$ cat src/rtl/sample_strobe_gen.sv
// Qualifies the DCM LOCKED signal (synchronizer + settle delay), then divides the
// core clock into a programmable sample strobe that captures the probe inputs.
module sample_strobe_gen #(
    parameter int DATA_WIDTH  = 32,
    parameter int DIV_WIDTH   = 24,
    parameter int LOCK_SETTLE = 1024,
    parameter int SYNC_STAGES = 2
) (
    input  logic                  clock,
    input  logic                  reset_n,
    input  logic                  dcm_locked,
    input  logic                  wr_divider,
    input  logic [DIV_WIDTH-1:0]  divider,
    input  logic                  run,
    input  logic                  clr_status,
    input  logic [DATA_WIDTH-1:0] data_in,
    output logic                  core_ready,
    output logic                  sample_valid,
    output logic [DATA_WIDTH-1:0] sample_data,
    output logic                  lock_lost
);

    localparam int SETTLE_W = (LOCK_SETTLE > 1) ? $clog2(LOCK_SETTLE) : 1;
    localparam logic [SETTLE_W-1:0] SETTLE_LAST = SETTLE_W'(LOCK_SETTLE - 1);

    typedef enum logic [1:0] {
        S_WAIT_LOCK = 2'd0,
        S_SETTLE    = 2'd1,
        S_READY     = 2'd2
    } state_t;

    logic [SYNC_STAGES-1:0] sync_q, sync_d;
    state_t                 state_q, state_d;
    logic [SETTLE_W-1:0]    settle_cnt_q, settle_cnt_d;
    logic                   core_ready_q, core_ready_d;
    logic                   lock_lost_q, lock_lost_d;
    logic [DIV_WIDTH-1:0]   div_reg_q, div_reg_d;
    logic [DIV_WIDTH-1:0]   cnt_q, cnt_d;
    logic                   sample_valid_q, sample_valid_d;
    logic [DATA_WIDTH-1:0]  sample_data_q, sample_data_d;
    logic                   locked_s;
    logic                   active;

    assign locked_s = sync_q[SYNC_STAGES-1];
    assign active   = core_ready_q & run;

    // Lock qualification: synchronizer, settle FSM and sticky loss flag
    always_comb begin
        sync_d       = {sync_q[SYNC_STAGES-2:0], dcm_locked};
        state_d      = state_q;
        settle_cnt_d = settle_cnt_q;
        lock_lost_d  = lock_lost_q;
        if (clr_status) begin
            lock_lost_d = 1'b0;
        end
        case (state_q)
            S_WAIT_LOCK: begin
                settle_cnt_d = '0;
                if (locked_s) begin
                    state_d = S_SETTLE;
                end
            end
            S_SETTLE: begin
                settle_cnt_d = settle_cnt_q + 1'b1;
                if (!locked_s) begin
                    state_d = S_WAIT_LOCK;
                end else if (settle_cnt_q == SETTLE_LAST) begin
                    state_d = S_READY;
                end
            end
            S_READY: begin
                // Setting after the clear lets a same-cycle loss win over clr_status
                if (!locked_s) begin
                    state_d     = S_WAIT_LOCK;
                    lock_lost_d = 1'b1;
                end
            end
            default: begin
                state_d = S_WAIT_LOCK;
            end
        endcase
        core_ready_d = (state_q == S_READY);
    end

    // Sample divider: cnt counts down only, so any divider value is safe
    always_comb begin
        div_reg_d      = wr_divider ? divider : div_reg_q;
        sample_valid_d = 1'b0;
        sample_data_d  = sample_data_q;
        if (!active) begin
            cnt_d = div_reg_d;
        end else if (cnt_q == '0) begin
            sample_valid_d = 1'b1;
            sample_data_d  = data_in;
            cnt_d          = div_reg_q;
        end else begin
            cnt_d = cnt_q - 1'b1;
        end
    end

    always_ff @(posedge clock) begin
        if (!reset_n) begin
            sync_q         <= '0;
            state_q        <= S_WAIT_LOCK;
            settle_cnt_q   <= '0;
            core_ready_q   <= 1'b0;
            lock_lost_q    <= 1'b0;
            div_reg_q      <= '0;
            cnt_q          <= '0;
            sample_valid_q <= 1'b0;
            sample_data_q  <= '0;
        end else begin
            sync_q         <= sync_d;
            state_q        <= state_d;
            settle_cnt_q   <= settle_cnt_d;
            core_ready_q   <= core_ready_d;
            lock_lost_q    <= lock_lost_d;
            div_reg_q      <= div_reg_d;
            cnt_q          <= cnt_d;
            sample_valid_q <= sample_valid_d;
            sample_data_q  <= sample_data_d;
        end
    end

    assign core_ready   = core_ready_q;
    assign sample_valid = sample_valid_q;
    assign sample_data  = sample_data_q;
    assign lock_lost    = lock_lost_q;

endmodule

$ cat config.mk
export PLATFORM = sky130hd
export DESIGN_NAME = sample_strobe_gen
export DESIGN_NICKNAME = d
export VERILOG_FILES = /design/src/rtl/sample_strobe_gen.sv
export SDC_FILE = /design/constraint.sdc
export NUM_CORES = 1
export LEC_CHECK = 0
export ABC_CLOCK_PERIOD_IN_PS = 1900
export CORE_MARGIN = 3
export CORE_UTILIZATION = 40
export CTS_BUF_LIST = sky130_fd_sc_hd__clkbuf_16
export DETAILED_ROUTE_END_ITERATION = 8
export GPL_TIMING_DRIVEN = 0
export PLACE_DENSITY = 0.69
export SYNTH_ARGS = -nofsm -noshare
export SYNTH_HDL_FRONTEND = slang
export SYNTH_SLANG_ARGS = --single-unit
$ cat constraint.sdc
create_clock -name clock -period 1.9 [get_ports clock]
set_input_delay 0.285 -clock clock [delete_from_list [all_inputs] [get_ports clock]]
set_output_delay 0.285 -clock clock [all_outputs]
set_load 0.05 [all_outputs]
==> impl_metrics.yaml <==
setup_path:
  arrival_ns: 2.22
  worstPathMaxFanout: 8
  crit_type: "flip-flop to flip-flop"
  r2r.worst_path.cells: 9
  crit_path_max_incr_delay_ns: 0.50
  start_kind: "flip-flop"
  endpoint_kind: "flip-flop"
  path_cells: "inv_4 > ha_4 > nor4b_4 > buf_4 > nand4b_4 > or3_4 > buf_6 > nand2_1 > a21oi_2"
  cp.required_ns: 2.11
  slowest_stage: "or3_4"
logic_synthesis:
  synth-seq-cells: 97
  async_reset_ff_share_pct: 0
  synthTopCellsByArea: "dfxtp_1 (47%), mux2i_1 (8.0%), nand2_1 (7.2%), a21oi_1 (4.8%), nor2_1 (4.4%)"
  synth_compound_area_share_pct: 14.1
  synth_top_family_by_area: "simple AND/OR/NAND/NOR gates"
  yosysTopAreaCell: "dfxtp_1"
  synth_area_um2: 4140
  yosysUniqueCellTypes: 51
  synthSimpleGateAreaFrac_pct: 22.2
  synthAdderAreaFrac_pct: 0.907
  synth-warning-count: 0
  synth_nets: 529
  synth_common_cells: "dfxtp_1 (97), nand2_1 (79), nor2_1 (49), a21oi_1 (40), mux2i_1 (33)"
  synth-xor-area-share_pct: 4.23
  ys.flop_type: "dfxtp_1"
  synth_edf_count: 0
  synth_most_common_cell: "dfxtp_1"
  synthCells: 464
  synthMuxAreaShare_pct: 8.25
  synth-seq-area-share_pct: 46.9
  netlist.area_leader.share_pct: 46.9
  syn-mean-instance-area_um2: 8.92
finish:
  diodes: 0
  drive_gt1_share_pct: 27.6
  final_nets: 669
  area_growth_pct: 53.8
  postLayoutCellArea_um2: 6370
floorplanning:
  die_h_um: 108
  core_area_um2: 9910
  rows: 36
  initial_core_util_pct: 41.8
  die_x_um: 108
  ios: 97
  dieArea_um2: 11600
placement:
  dp_hpwl_mm: 7.69
  placed_area_um2: 5310
  port_buffers: 94
  gp_congestion: 0.849
grt:
  grt_max_degree: 19
  track_usage_pct: 20.1
  grt_pass1_wl_mm: 18.8
  grt_pass1_vias: 3825
  antenna_found_initial: 0
  gr-total-overflow: 0
sta:
  layout_setup_ws_ns: -0.105
  worst_clock_skew_ns: 0.0163
  tns_ns: -2.74
  rsz0062_at_grt: "true"
  worst_pin_slew_ns: 0.855
  fmax_ghz: 0.499
  period_minus_slack_ns: 2.01
  drv_slew: 0
  relSlewSlack_pct: 43.0
  setup_viol_count_final: 40
  period_share_pct: 106
  hold_viol: 0
outcome:
  status: "finished, violations left"
  violations: "negative setup slack"
power:
  peakVddDrop_mv: 0.433
  power_density_nw_per_um2: 732
  p_leak_nw: 2.35
drt:
  first_pass_iters: 4
  wirelength_mm: 12.0
  wire_per_inst_um: 16.1
  ant_nets: 0
  via_per_inst: 5.29
  drtIter0Drc: 245
  vias: 3927
  drcViolationCount: 0
clock_tree:
  htree_levels: 3
  clk_latency_ns: 0.35
  root_buffer: "clkbuf_16"
  numCtsBuffers: 9
  cts_tree: "done"
  clk_pin_slew_worst_paths_ns: 0.08
  holdBufCountCts: 0
  clock_path_buffers: 2
  cts.sinks: 97
min_path:
  hp-class: "input pin to flip-flop"
  holdPathStages: 2
run:
  max_cap_viol_count: 0
==> per-layer routing <==
metal  vias to the layer above  wire length [um]  GRT usage [%]
li1                       1931                 -              -
met1                      1863              5360           25.7
met2                       114              5760           33.9
met3                        19               624           3.06
met4                         0               214           7.48
met5                         -                 0              0
==> cells in the final DEF, fill, tap and decap left out, types with 4 or more instances in the layout <==
master | Yosys | layout
nor3_1 | 16 | 13
dfxtp_2 | 0 | 9
clkbuf_16 | 0 | 9
buf_4 | 1 | 30
o21ai_0 | 9 | 7
dfxtp_1 | 97 | 85
a21oi_1 | 40 | 17
nand2_1 | 79 | 49
xnor2_1 | 11 | 11
o21ai_2 | 0 | 6
or4_4 | 0 | 4
nor4_4 | 2 | 6
nand4_1 | 5 | 5
mux2i_1 | 33 | 33
clkdlybuf4s50_1 | 0 | 93
nand2_2 | 0 | 24
nor2_1 | 49 | 46
clkbuf_1 | 13 | 12
a21oi_2 | 0 | 23
xor2_1 | 9 | 9
nand2_4 | 0 | 6
o2bb2ai_1 | 16 | 16
buf_6 | 1 | 13
==> worst max-delay path: cells and delay by family (launching register included) <==
kind	cells	cell delay, ns
and+or+nand+nor	4	0.90
buffers and inverters	3	0.41
DFF	1	0.36
adders and majority gates	1	0.14
AOI/OAI and AO/OA	1	0.05
==> path summary, 6_finish.rpt <==
check	slack [ns]	endpoint	start
setup / recovery	-0.11	sample_data[7]	cnt_q[1]
hold / removal	0.35	cnt_q[7]	reset_n
setup reg to reg	-0.11	sample_data[7]	cnt_q[1]
hold reg to reg	0.44	sync_q[1]	sync_q[0]
==> where the power goes <==
part           internal, mW  switching, mW
Sequential             2.10         0.0680
Clock                 0.914          0.846
Combinational         0.402          0.333
Total                  3.41           1.25
==> kinds of logic (layout without fill, tap and decap cells) <==
group | after synthesis | after routing
AOI/OAI and AO/OA | 91 | 91
adders and majority gates | 3 | 3
DFF | 97 | 97
muxes | 34 | 34
and+or+nand+nor | 188 | 188
buffers and inverters | 31 | 176
xor gates and xnor gates | 20 | 20
==> area by class of cell <==
type | count | area [um^2]
tap | 133 | 166
clock inverter | 7 | 61.3
buffer | 23 | 159
clock buffer | 9 | 225
timing repair buffer | 131 | 1260
fill | 775 | 3540
multi-input combinational | 336 | 2500
inverter | 6 | 27.5
sequential | 97 | 1960
==> metrics by stage <==
step	hold WS (ns)	setup WS, ns	std cells	power (mW)	util [%]
finish	0.352	-0.105	742	4.66	64.2
global route	0.388	-0.176	742	4.83	64.2
CTS	0.355	-0.0704	731	4.59	61.3
detailed placement	0.426	-0.440	691	2.72	53.6
global placement	0.417	-0.433	691	2.71	53.6
floorplan	0.412	-0.0272	464	2.51	-
==> state kept, by name (all words and copies together) (netlist names) <==
register      cells
cnt_q            24
core_ready        1
div_reg_q        24
lock_lost         1
sample_data      32
sample_valid      1
settle_cnt_q     10
state_q           2
sync_q            2
==> what timing repair did <==
| item | in CTS | in global routing |
|---|---|---|
| endpoints found under the setup margin | 57 | 57 |
| resized for setup | 81 | 57 |
| gates cloned | 3 | 0 |
| setup buffers | 22 | 12 |
| pin swaps | 38 | 30 |
No activity file was read; power rests on OpenSTA's default activity.
